`src/rtl/reg_write_arbiter.sv`:
```
// Round-robin arbiter sharing the register-file write port between the
// ALU (A) and load (B) write-back paths, with an in-flight write scoreboard.
module reg_write_arbiter #(
    parameter int DATA_W     = 64,
    parameter int ADDR_W     = 5,
    parameter int FIFO_DEPTH = 2,
    parameter int ZERO_REG   = 31,
    parameter int ZERO_DROP  = 1
) (
    input  logic              clk,
    input  logic              reset,
    input  logic              a_valid,
    output logic              a_ready,
    input  logic [ADDR_W-1:0] a_dest,
    input  logic [DATA_W-1:0] a_data,
    input  logic              b_valid,
    output logic              b_ready,
    input  logic [ADDR_W-1:0] b_dest,
    input  logic [DATA_W-1:0] b_data,
    output logic              reg_write,
    output logic [ADDR_W-1:0] reg_write_dest,
    output logic [DATA_W-1:0] reg_write_data,
    input  logic [ADDR_W-1:0] reg_read_addr_1,
    input  logic [ADDR_W-1:0] reg_read_addr_2,
    output logic              pend_1,
    output logic              pend_2,
    output logic              idle
);
    localparam int PW = $clog2(FIFO_DEPTH);
    localparam logic [ADDR_W-1:0] ZREG = ADDR_W'(ZERO_REG);
    localparam logic DROP_EN = (ZERO_DROP != 0);

    logic [ADDR_W-1:0] dest_q [2][FIFO_DEPTH];
    logic [DATA_W-1:0] data_q [2][FIFO_DEPTH];
    logic [PW:0]       wptr_q [2];
    logic [PW:0]       rptr_q [2];
    logic [PW:0]       cnt    [2];
    logic              rr_q;
    logic              reg_write_q;
    logic [ADDR_W-1:0] reg_write_dest_q;
    logic [DATA_W-1:0] reg_write_data_q;

    logic [1:0]        in_valid;
    logic [ADDR_W-1:0] in_dest [2];
    logic [DATA_W-1:0] in_data [2];
    logic [1:0]        nonempty;
    logic [1:0]        full;
    logic [1:0]        push;
    logic [1:0]        gnt;
    logic              gs;
    logic [ADDR_W-1:0] head_dest;
    logic [DATA_W-1:0] head_data;
    logic              drop;
    logic [FIFO_DEPTH-1:0] live [2];
    logic [PW-1:0]     off    [2][FIFO_DEPTH];

    assign in_valid   = {b_valid, a_valid};
    assign in_dest[0] = a_dest;
    assign in_dest[1] = b_dest;
    assign in_data[0] = a_data;
    assign in_data[1] = b_data;

    always_comb begin
        for (int s = 0; s < 2; s++) begin
            nonempty[s] = (wptr_q[s] != rptr_q[s]);
            full[s] = (wptr_q[s][PW] != rptr_q[s][PW]) &&
                      (wptr_q[s][PW-1:0] == rptr_q[s][PW-1:0]);
            push[s] = in_valid[s] && !full[s];
            cnt[s] = wptr_q[s] - rptr_q[s];
        end
    end

    assign a_ready = !full[0];
    assign b_ready = !full[1];

    // Round-robin only matters when both sides have work queued.
    assign gnt[0] = nonempty[0] && (!nonempty[1] || !rr_q);
    assign gnt[1] = nonempty[1] && (!nonempty[0] || rr_q);
    assign gs        = gnt[1];
    assign head_dest = dest_q[gs][rptr_q[gs][PW-1:0]];
    assign head_data = data_q[gs][rptr_q[gs][PW-1:0]];
    assign drop      = DROP_EN && (head_dest == ZREG);

    always_ff @(posedge clk or negedge reset) begin
        if (!reset) begin
            for (int s = 0; s < 2; s++) begin
                wptr_q[s] <= '0;
                rptr_q[s] <= '0;
            end
            rr_q             <= 1'b0;
            reg_write_q      <= 1'b0;
            reg_write_dest_q <= '0;
            reg_write_data_q <= '0;
        end else begin
            for (int s = 0; s < 2; s++) begin
                if (push[s]) wptr_q[s] <= wptr_q[s] + (PW+1)'(1);
                if (gnt[s])  rptr_q[s] <= rptr_q[s] + (PW+1)'(1);
            end
            if (|gnt) begin
                rr_q             <= ~gs;
                reg_write_dest_q <= head_dest;
                reg_write_data_q <= head_data;
            end
            reg_write_q <= (|gnt) && !drop;
        end
    end

    always_ff @(posedge clk) begin
        for (int s = 0; s < 2; s++) begin
            if (push[s]) begin
                dest_q[s][wptr_q[s][PW-1:0]] <= in_dest[s];
                data_q[s][wptr_q[s][PW-1:0]] <= in_data[s];
            end
        end
    end

    // An entry is live when its distance from the read pointer is below the count.
    always_comb begin
        for (int s = 0; s < 2; s++) begin
            for (int i = 0; i < FIFO_DEPTH; i++) begin
                off[s][i] = PW'(i) - rptr_q[s][PW-1:0];
                live[s][i] = ({1'b0, off[s][i]} < cnt[s]) &&
                             !(DROP_EN && dest_q[s][i] == ZREG);
            end
        end
    end

    always_comb begin
        pend_1 = reg_write_q && (reg_write_dest_q == reg_read_addr_1);
        pend_2 = reg_write_q && (reg_write_dest_q == reg_read_addr_2);
        for (int s = 0; s < 2; s++) begin
            for (int i = 0; i < FIFO_DEPTH; i++) begin
                if (live[s][i] && dest_q[s][i] == reg_read_addr_1) pend_1 = 1'b1;
                if (live[s][i] && dest_q[s][i] == reg_read_addr_2) pend_2 = 1'b1;
            end
        end
    end

    assign idle           = !nonempty[0] && !nonempty[1] && !reg_write_q;
    assign reg_write      = reg_write_q;
    assign reg_write_dest = reg_write_dest_q;
    assign reg_write_data = reg_write_data_q;
endmodule

```
`config.mk`:
```
export PLATFORM = sky130hd
export DESIGN_NAME = reg_write_arbiter
export DESIGN_NICKNAME = d
export VERILOG_FILES = /design/src/rtl/reg_write_arbiter.sv
export SDC_FILE = /design/constraint.sdc
export NUM_CORES = 1
export LEC_CHECK = 0
export CAP_MARGIN = 20
export CORE_ASPECT_RATIO = 1.1
export CORE_MARGIN = 5
export CORE_UTILIZATION = 35
export CTS_CLUSTER_SIZE = 28
export DETAILED_ROUTE_END_ITERATION = 10
export REMOVE_ABC_BUFFERS = 1
export SYNTH_ARGS = -nofsm -noshare
export SYNTH_HDL_FRONTEND = slang
export SYNTH_SLANG_ARGS = --single-unit
```
`constraint.sdc`:
```
create_clock -name clk -period 4 [get_ports clk]
set_input_delay 0.8 -clock clk [delete_from_list [all_inputs] [get_ports clk]]
set_output_delay 0.8 -clock clk [all_outputs]
set_load 0.005 [all_outputs]
```
# Word-level counts from Yosys, hierarchy flattened
# Memory sizes are Yosys's and may differ from the RTL's.
# Index checks and enable logic that the tools add are counted.
dict set report op_classes {
  add_sub_neg 10
  multipliers 0
  div 0
  order_cmp 10
  n_eq_ne 21
  n_shift 0
  mux 31
  n_bitwise 5
  n_reduce_logical 39
}
# op count
set op_table {}
lappend op_table {{$mux W64} 5}
lappend op_table {{$mux W128} 2}
lappend op_table {{$demux W64 S1} 2}
lappend op_table {{$eq A5 B5 Y1} 10}
lappend op_table {{$eq A5 B5 Y1 const B} 5}
lappend op_table {{$logic_and A1 B1 Y1} 25}
lappend op_table {{$mux W5} 5}
lappend op_table {{$mux W10} 2}
lappend op_table {{$mux W1} 13}
lappend op_table {{$logic_not A1 Y1} 11}
lappend op_table {{$demux W5 S1} 2}
lappend op_table {{$add A2 B1 Y2 const B} 4}
lappend op_table {{$ge A2 B2 Y1 const B} 4}
lappend op_table {{$lt A1 B2 Y1} 4}
lappend op_table {{$not A1 Y2} 4}
lappend op_table {{$lt A2 B1 Y1 const B} 2}
lappend op_table {{$ne A2 B2 Y1} 2}
lappend op_table {{$sub A1 B1 Y1 const A} 4}
lappend op_table {{$sub A2 B2 Y2} 2}
lappend op_table {{$eq A1 B1 Y1} 2}
lappend op_table {{$logic_or A1 B1 Y1} 2}
lappend op_table {{$ne A1 B1 Y1} 2}
lappend op_table {{$reduce_or A2 Y1} 1}
lappend op_table {{$not A1 Y1} 1}
dict set report totals {
  reg_bits 79
  latch_bits 0
  ramBits 276
  rom_bits 0
  inputBits 152
  out_inout_bits 75
  word_cells 126
  memories 2
}
# memory depth word_bits rd rd_clocked_by_memory_dff wr line
set mem_list {}
lappend mem_list {data_q 2 128 1 0 2 34} ;# logic [DATA_W-1:0] data_q [2][FIFO_DEPTH];
lappend mem_list {dest_q 2 10 3 0 2 33} ;# logic [ADDR_W-1:0] dest_q [2][FIFO_DEPTH];

# Logic depth before layout (Yosys ltp)
# Gate-level depths: netlist of the first run.
dict set report logic_depth {
  word_depth 15
  mapped_depth 8
  mapped_depth_nobuf 8
}

# Least setup slack after synthesis of the first run
# No wires, ideal clock.
dict set report synth_timing {
  path_kind {reg-to-reg}
  start {register wptr_q[2] in the netlist's numbering}
  end {memory data_q[0][0] in the netlist's numbering, enable pin}
  arrival_ns 3.948
  required_ns 3.501
  path_slack_ns -0.447
  stages_incl_launch_ff 6
  path_buffers 0
  period_less_slack_ns 4.447
  cell_sequence {dfrtp_1 -> inv_1 -> ha_1 -> nand2b_1 -> nand2_1 -> nor2_1}
}
# element line
set synth_lines {}
lappend synth_lines {{start, declared} 35} ;# logic [PW:0] wptr_q [2];
lappend synth_lines {{start signal, assigned by index} 96} ;# if (push[s]) wptr_q[s] <= wptr_q[s] + (PW+1)'(1);
lappend synth_lines {{end, declared} 34}

# Final worst setup path of the first run
dict set report layout_timing {
  start {register rptr_q[2] in the netlist's numbering}
  end {output pend_1}
}
dict set report layout_between {
  elab_chain_cells 8
}
# element line
set layout_lines {}
lappend layout_lines {{start, declared} 36} ;# logic [PW:0] rptr_q [2];
lappend layout_lines {{start signal, assigned by index} 97} ;# if (gnt[s]) rptr_q[s] <= rptr_q[s] + (PW+1)'(1);
lappend layout_lines {{$sub A2 B2 Y2 / $sub A1 B1 Y1 (equally long branches)} {69, 121}}
lappend layout_lines {{$lt A1 B2 Y1} 122} ;# live[s][i] = ({1'b0, off[s][i]} < cnt[s]) &&
lappend layout_lines {{$logic_and A1 B1 Y1} 122}
lappend layout_lines {{$logic_and A1 B1 Y1} 133} ;# if (live[s][i] && dest_q[s][i] == reg_read_addr_1) pend_1 = 1'b1;
lappend layout_lines {{$mux W1} 133}
lappend layout_lines {{$mux W1 * (3 in series)} 133}
lappend layout_lines {{end, declared} 25} ;# output logic pend_1,
# Mark *: on every way between the ends. The rest lies on a longest branch, timed or not.

==> impl_metrics.ini, run 1 <==
[power]
peakVddDrop_mv = 0.7982
power_density_nw_per_um2 = 890.3
finalPower_mw = 16.39
p_leak_nw = 6.576

[die]
initial_utilization_pct = 35.10
die_y_um = 222.6
core_area_um2 = 40990
fp-row-count = 78
boundaryPins = 227
die_x_um = 203.3
die_area_um2 = 45260

[run_status]
run_status = finished, final reports clean

[synthesis]
ys_ff_latch = 355
synthAdderAreaFrac_pct = 0.5218
yosysTopAreaCellShare_pct = 57.61
synth_top_family_by_area = multiplexers
yosys_warnings = 0
synth_cells = 962
yosysTopAreaCell = edfxtp_1
avgSynthCellArea_um2 = 14.95
synth-compound-area-share_pct = 8.515
ys_seq_area_share_pct = 71.35
yosys.area_share.simple_pct = 3.383
synthDistinctLibCells = 34
synth_mux_area_share_pct = 10.38
yosys-top-cells-area = edfxtp_1, dfrtp_1, mux2_2, mux2i_1, o22ai_1
synth_xor_xnor_area_share_pct = 3.705
syn_area_um2 = 14390

[finish]
syn_to_final_growth_pct = 27.96
final_nets = 1337
multi_input_area_um2 = 3856
seqCellArea_um2 = 10280
drive_gt1_share_pct = 12.45
fillerInstances = 3693
fin_util_pct = 44.91

[clock_tree]
ctsResizeCount = 0
clkSlewWorstSetupHoldPaths_ns = 0.06
cts_buffers = 39
htreeDepth = 2
postCtsSetupRepairBufs = 0
cts_tree = built
cts_hold_buf = 0
max-clock-path-buffers = 3
cts_root_buf = clkbuf_16
clk-insertion-delay-late_ns = 0.52
cts.sinks = 355

[timing]
setup_violations = 0
maxClockFrequency_mhz = 271.9
max-slew-margin-rel_pct = 26.66
rsz0062_at_grt = no
post-route-min-period_ns = 3.677
hold_viol = 0
tightest_slew_ns = 1.100
drv_slew = 0
fin_ws_ns = 0.3226
skew_ns = 0.01381
post-route-period-util_pct = 91.93

[worst_setup_path]
crit_path_frequent_cell = ha_1
r2r-end = reg_write_data[3]
cp-end-kind = output pin
endpoint = pend_1
worst_path_largest_cell_delay_ns = 0.67
path_depth = 8
required_ns = 3.20
worstSetupPathType = reg -> out
startpoint = rptr_q[2]
rrSetupSlack_ns = 1.37
slowest_stage = dfrtp_4
cp-start-kind = flip-flop
path_cells = ha_1 -> inv_1 -> ha_1 -> a31o_2 -> nor4_1 -> a31oi_1 -> nand3_1 -> clkdlybuf4s50_1
reg2reg_from = rptr_q[2]
critPathBufInv = 2
crit_path_max_fanout = 23
cpLargestDelayFamily = flip-flops
ff2ff_path_depth = 6
crit_arrival_ns = 2.88

[global_routing]
grt_usage_pct = 16.08
first_global_vias = 9491
grt_first_pass_wirelength_um = 56570
antenna_found_initial = 1
grt_max_degree = 82
grt_overflow = 0

[drt]
drt-wirelength-per-cell_um = 21.56
drc = 0
via_per_inst = 5.166
drt_wl_total_um = 37220
dr.pass1.iters = 4
vias = 8917
first_iter_violations = 456
ant_nets = 0

[placement]
routabilityCongestion = 0.8509
dp_hpwl_um = 21870
numPortBuffers = 226
pre_cts_ws_ns = 0.5655

[run]
maxCapViolations = 0

[hold_path]
hp-class = in -> async
[per-layer routing]
| metal | global-route usage, % | part of all wire, % | up-vias |
|---|---|---|---|
| li1 | - | - | 4074 |
| met4 | 4.635 | 2.4 | 0 |
| met1 | 20.35 | 42 | 4557 |
| met3 | 3.021 | 4.9 | 55 |
| met5 | 0 | 0 | - |
| met2 | 28.19 | 51 | 231 |
[through the flow]
stage               std cells  hold WS [ns]  instance area (um2)  setup TNS [ns]
global placement         1657        0.4764                17210               0
CTS                      1724        0.4702                18380               0
floorplan                 899        0.4617                14100         -664.38
detailed placement       1657        0.4803                17210               0
finish                   1726        0.1936                18410               0
global route             1726        0.1955                18410               0
[placed cells by master, fill, tap and decap left out, types with 2 or more instances in the layout]
master and count:
nor2_4 4, clkinv_2 5, nor4_1 8, clkbuf_1 14, dfrtp_4 3, bufinv_16 2
clkinv_1 2, nor2_1 3, a31oi_1 7, clkbuf_8 2, buf_4 9, nor3_1 2
clkbuf_16 39, mux2_2 70, a21oi_1 71, mux2i_1 69, o22ai_1 71, buf_12 4
xor2_1 31, ha_1 6, clkdlybuf4s50_1 225, inv_1 6, edfxtp_1 276, nand4_1 2
nand2b_1 2, o21ai_0 67, nand3_1 10, dfrtp_1 76, nand2_4 2, xnor2_1 28
and3_1 2, nand2_1 73
[synthesized netlist by cell type]
cell type	number
a31oi_1	7
edfxtp_1	276
xnor2_1	28
xnor2_2	1
inv_1	6
nor4_1	8
dfrtp_1	79
and2_1	2
nand2b_1	2
buf_2	21
buf_1	2
nor2_1	7
a31o_2	1
a21oi_1	71
and3_1	2
o31ai_1	1
o21ai_0	67
nor2b_1	1
nand2_1	73
mux2i_1	69
mux2_2	70
a21o_4	1
clkbuf_1	34
nor3b_1	1
ha_1	6
nor3_1	2
o22ai_1	71
a221oi_2	1
xor2_1	31
nand3_1	10
mux2_4	1
nand2_2	2
nand4_1	2
buf_4	6
[sequential cells by signal, summed over array words and instances, names as in the netlist]
register	cells
wptr_q	4
reg_write_data	64
dest_q	20
data_q	256
rr_q	1
reg_write	1
rptr_q	4
reg_write_dest	5
[logic make-up after synthesis]
group,count (synthesis)
buf+inv,69
simple gates,112
flops,355
xor+xnor,60
compound gates,220
fa+ha+maj,6
mux,140
[worst reg2reg max path: cells and delay by family, from the launching register on]
kind                     cells  cell delay, ns
buffers and inverters        1            0.42
AO/OA/AOI/OAI                2            0.25
flip-flops                   1            0.64
AND/OR/NAND/NOR              2            0.72
adder cells (fa/ha/maj)      1            0.44
[layout make-up]
class                   count  area share [%]
inverters                   6          0.1223
multi-input cells         538           20.95
clock buffers              55           5.736
well taps                 520           3.534
repair buffers            239           13.19
clock inverters            12          0.6389
diodes                      1         0.01359
flip-flops and latches    355           55.82
[power breakdown]
group	total (mW)	internal, mW	leakage, nW	switching (mW)
Sequential	6.16	5.53	3.46	0.630
Clock	3.32	1.97	0.571	1.36
Combinational	6.91	2.82	2.55	4.09
[worst min-delay path by stage]
stage          startpoint                 end  slack (ns)  cells after the start
3_5_place_dp    rptr_q[1]           rptr_q[1]        0.48                      1
4_1_cts             reset  reg_write_data[61]        0.47                      1
3_3_place_gp    rptr_q[1]           rptr_q[1]        0.48                      1
6_report            reset  reg_write_data[61]        0.19                      1
2_1_floorplan   rptr_q[1]           rptr_q[1]        0.46                      1
5_1_grt             reset  reg_write_data[61]        0.20                      1
No activity file was read; power rests on OpenSTA's default activity.
==> inputs of run 2 (changes only) <==
--- a/config.mk
+++ b/config.mk
@@ -11,7 +11,7 @@
 export CORE_UTILIZATION = 35
 export CTS_CLUSTER_SIZE = 28
 export DETAILED_ROUTE_END_ITERATION = 10
-export REMOVE_ABC_BUFFERS = 1
+export SKIP_CTS_REPAIR_TIMING = 1
 export SYNTH_ARGS = -nofsm -noshare
 export SYNTH_HDL_FRONTEND = slang
 export SYNTH_SLANG_ARGS = --single-unit
==> impl_metrics.ini, run 2 (synthesis gave the netlist of run 1 again) <==
[timing]
drv_slew = 0
setup_violations = 0
skew_ns = 0.01970
post-route-min-period_ns = 3.608
hold_viol = 0
tns_ns = 0
tightest_slew_ns = 1.057
post-route-period-util_pct = 90.20
maxClockFrequency_mhz = 277.2
rsz0062_at_grt = no
max-slew-margin-rel_pct = 29.55

[worst_setup_path]
crit_arrival_ns = 2.81
worst_path_largest_cell_delay_ns = 0.48
slowest_stage = clkdlybuf4s50_1
cp-start-kind = flip-flop
cp-end-kind = output pin
required_ns = 3.20
critPathBufInv = 3
worstSetupPathType = reg -> out
cpLargestDelayFamily = buffers and inverters
crit_path_max_fanout = 4
path_cells = inv_1 -> ha_1 -> inv_1 -> ha_1 -> o22ai_1 -> nor4_1 -> a31oi_1 -> nand3_1 -> clkdlybuf4s50_1

[finish]
largest_reg_flops = 256
final_nets = 1340
multi_input_area_um2 = 3856
seqCellArea_um2 = 10270
fillerInstances = 3666
final_common_cell = edfxtp_1
mostFrequentLayoutCells = edfxtp_1, clkdlybuf4s50_1, dfrtp_1
drive_gt1_share_pct = 13.12
syn_to_final_growth_pct = 28.97
postLayoutCellArea_um2 = 18550

[drt]
via_per_inst = 5.133
dr.pass1.iters = 4
drt-wirelength-per-cell_um = 21.40
drc = 0
drt_wl_total_um = 37080
vias = 8896
first_iter_violations = 473
ant_nets = 0

[clock_tree]
cts_buffers = 39
cts_tree = built
cts.sinks = 355
clkSlewWorstSetupHoldPaths_ns = 0.06
clk-insertion-delay-late_ns = 0.54
htreeDepth = 2
max-clock-path-buffers = 3
cts_root_buf = clkbuf_16

[die]
boundaryPins = 227
die_area_um2 = 45260
initial_utilization_pct = 35.10
die_x_um = 203.3
fp-row-count = 78
die_y_um = 222.6
core_area_um2 = 40990

[placement]
placed_cell_area_um2 = 17230
numPortBuffers = 226
routabilityCongestion = 0.8093
dp_hpwl_um = 22120

[global_routing]
grt_usage_pct = 15.83
first_global_vias = 9348
antenna_found_initial = 1
grt_first_pass_wirelength_um = 55790
grt_overflow = 0
grt_max_degree = 74

[run_status]
run_status = finished, final reports clean

[run]
maxCapViolations = 0

[hold_path]
hp-class = in -> async

[power]
peakVddDrop_mv = 0.6650
p_leak_nw = 6.657
power_density_nw_per_um2 = 899.5

[synthesis]
synth_nets = 1120
## run 2: cell types whose count changed in the layout (fill, tap and decap cells not counted), sizes merged
| cell | change |
|---|---|
| clkinvlp | -1 |
| bufinv | +2 |
| buf | +3 |
| clkinv | +2 |
| clkbuf | +1 |
## run 2: through the flow
stage | hold WS (ns) | setup slack (ns) | power, mW | utilization [%] | instances
after global routing | 0.4910 | 0.2699 | 17.82 | 45.26 | 1732
after detailed placement | 0.4804 | 0.4295 | 13.23 | 42.04 | 1661
final | 0.4233 | 0.3919 | 16.69 | 45.27 | 1733
after floorplan | 0.4617 | 0.6857 | 10.50 | - | 962
after global placement | 0.4728 | 0.4689 | 13.06 | 42.04 | 1661
after CTS | 0.4675 | 0.3429 | 16.96 | 45.26 | 1732
## run 2: worst reg2reg max path: stages, from the launching register on
cell      delay (ns)
dfrtp_1         0.45
inv_1           0.12
ha_1            0.34
nand2b_1        0.12
nand2_1         0.18
nor2_4          0.65
buf_12          0.32
## run 2: path summary, 6_finish.rpt
kind                            from            endpoint  slack [ns]  cells past startpoint
hold reg to reg            rptr_q[1]           rptr_q[1]        0.49                      1
setup reg to reg           wptr_q[0]       data_q[1][68]        1.48                      6
min in group clk           rptr_q[1]           rptr_q[1]        0.49                      1
hold / removal                 reset   reg_write_dest[0]        0.42                      1
max in group asynchronous      reset  reg_write_data[21]        2.70                      2
setup / recovery           wptr_q[0]              pend_2        0.39                      9
## run 2: layout make-up
cell class | count | share of cell area (%)
timing repair buffer | 242 | 13.10
multi-input combinational | 538 | 20.78
inverter | 6 | 0.1214
clock buffer | 56 | 6.096
sequential | 355 | 55.37
clock inverter | 15 | 1.012
tap | 520 | 3.507
antenna | 1 | 0.01349
## run 2: power breakdown
| part | switching, mW | total [mW] | internal, mW |
|---|---|---|---|
| Sequential | 0.569 | 6.09 | 5.52 |
| Combinational | 4.10 | 6.94 | 2.84 |
| Clock | 1.43 | 3.65 | 2.23 |
| Total | 6.10 | 16.7 | 10.6 |
## run 2: metal layers
layer	wire, um	up-vias	share of wire, %	global-route usage [%]
met1	15810	4462	43	20.37
li1	-	4097	-	-
met5	0	-	0	0
met3	2021	74	5.5	3.503
met2	18110	263	49	26.66
met4	1131	0	3.1	5.201
==> inputs of run 3 (changes only) <==
--- a/config.mk
+++ b/config.mk
@@ -5,12 +5,15 @@
 export SDC_FILE = /design/constraint.sdc
 export NUM_CORES = 1
 export LEC_CHECK = 0
+export ABC_CLOCK_PERIOD_IN_PS = 4000
 export CAP_MARGIN = 20
 export CORE_ASPECT_RATIO = 1.1
 export CORE_MARGIN = 5
 export CORE_UTILIZATION = 35
+export CTS_BUF_LIST = sky130_fd_sc_hd__clkbuf_4 sky130_fd_sc_hd__clkbuf_8
 export CTS_CLUSTER_SIZE = 28
 export DETAILED_ROUTE_END_ITERATION = 10
+export SETUP_SLACK_MARGIN = 0.15
 export SKIP_CTS_REPAIR_TIMING = 1
 export SYNTH_ARGS = -nofsm -noshare
 export SYNTH_HDL_FRONTEND = slang
==> impl_metrics.ini, run 3 (synthesis gave the netlist of run 1 again) <==
[die]
die_area_um2 = 45260
die_x_um = 203.3
fp-row-count = 78
initial_utilization_pct = 35.10
core_area_um2 = 40990
boundaryPins = 227
die_y_um = 222.6

[clock_tree]
clkSlewWorstSetupHoldPaths_ns = 0.06
cts_buffers = 58
htreeDepth = 2
cts_tree = built
cts_root_buf = clkbuf_8
max-clock-path-buffers = 3
cts.sinks = 355
clk-insertion-delay-late_ns = 0.63

[finish]
drive_gt1_share_pct = 16.79
largest_reg_flops = 256
final_nets = 1359
mostFrequentLayoutCells = edfxtp_1, clkdlybuf4s50_1, dfrtp_1
postLayoutCellArea_um2 = 18590
final_common_cell = edfxtp_1
syn_to_final_growth_pct = 29.20
fin_util_pct = 45.34

[run]
maxCapViolations = 0

[global_routing]
grt_use_met2_pct = 26.65
antenna_found_initial = 1
grt_max_degree = 74
top_usage_layer = met2
gr-usage-met1_pct = 20.44
first_global_vias = 9525
met3_usage_pct = 4.277
grt_usage_pct = 16.05
grt_overflow = 0
grt_first_pass_wirelength_um = 56350

[timing]
tightest_slew_ns = 1.086
hold_viol = 0
drv_slew = 0
post-route-period-util_pct = 91.77
tns_ns = 0
skew_ns = 0.01556
max-slew-margin-rel_pct = 27.58
maxClockFrequency_mhz = 272.4
rsz0062_at_grt = no
setup_violations = 0
post-route-min-period_ns = 3.671

[worst_setup_path]
ff2ff_path_depth = 6
cp-start-kind = flip-flop
reg2reg_from = wptr_q[0]
r2r-end = data_q[1][94]
required_ns = 3.20
crit_path_max_fanout = 4
cp-end-kind = output pin
rrSetupSlack_ns = 1.47
crit_arrival_ns = 2.87
worstSetupPathType = reg -> out

[power]
peakVddDrop_mv = 0.6639
power_density_nw_per_um2 = 893.6
finalPower_mw = 16.61
p_leak_nw = 6.729

[drt]
drc = 0
ant_nets = 0
first_iter_violations = 458
dr.pass1.iters = 4
via_per_inst = 5.084
drt_wl_total_um = 37370
drt-wirelength-per-cell_um = 21.09
vias = 9008

[placement]
placed_cell_area_um2 = 17230
numPortBuffers = 226
routabilityCongestion = 0.8093
dp_hpwl_um = 22120

[hold_path]
hp-class = in -> async

[run_status]
run_status = finished, final reports clean

[synthesis]
synth_nets = 1120
run 3: cell count changes in the layout (fill, tap and decap cells not counted), sizes merged:
| cell | change |
|---|---|
| clkinvlp | +1 |
| clkbuf | +37 |
| clkinv | +2 |
| inv | -1 |
run 3: through the flow:
stage / instances / setup slack [ns] / hold slack [ns]
global placement: 1661 / 0.4689 / 0.4728
floorplan: 962 / 0.6857 / 0.4617
detailed placement: 1661 / 0.4295 / 0.4804
CTS: 1771 / 0.2069 / 0.3324
finish: 1772 / 0.3293 / 0.3330
global route: 1771 / 0.1554 / 0.3559
run 3: worst max path at each step:
stage / start / end
2_1_floorplan: wptr_q[2] / data_q[0][0]
3_3_place_gp: reg_read_addr_2[1] / pend_2
3_5_place_dp: reg_read_addr_2[4] / pend_2
4_1_cts: wptr_q[0] / pend_2
5_1_grt: wptr_q[2] / pend_2
6_report: wptr_q[2] / pend_2
run 3: power breakdown:
part | switching (mW) | internal, mW | leakage [nW]
Sequential | 0.572 | 5.52 | 3.46
Combinational | 4.12 | 2.85 | 2.55
Clock | 1.45 | 2.10 | 0.716
run 3: cell type report:
type	count	area, um2
Timing Repair Buffer	242	2430
Antenna cell	1	2.502
Clock buffer	93	1161
Sequential cell	355	10270
Inverter	6	22.52
Multi-Input combinational cell	538	3862
Clock inverter	17	183.9
Fill cell	3693	22400
Tap cell	520	650.6
run 3: routing by layer:
| metal | wire length, um | part of all wire, % |
|---|---|---|
| met5 | 0 | 0 |
| met4 | 1060 | 2.8 |
| met3 | 2107 | 5.6 |
| met2 | 18180 | 49 |
| met1 | 16020 | 43 |
run 3: worst max-delay path, stage by stage (launching register included):
cell and delay [ns]:
dfrtp_1 0.44, inv_1 0.14, ha_1 0.16, inv_1 0.04
ha_1 0.17, a31o_2 0.23, nor4_1 0.30, a31oi_1 0.08
nand3_1 0.16, clkdlybuf4s50_1 0.53
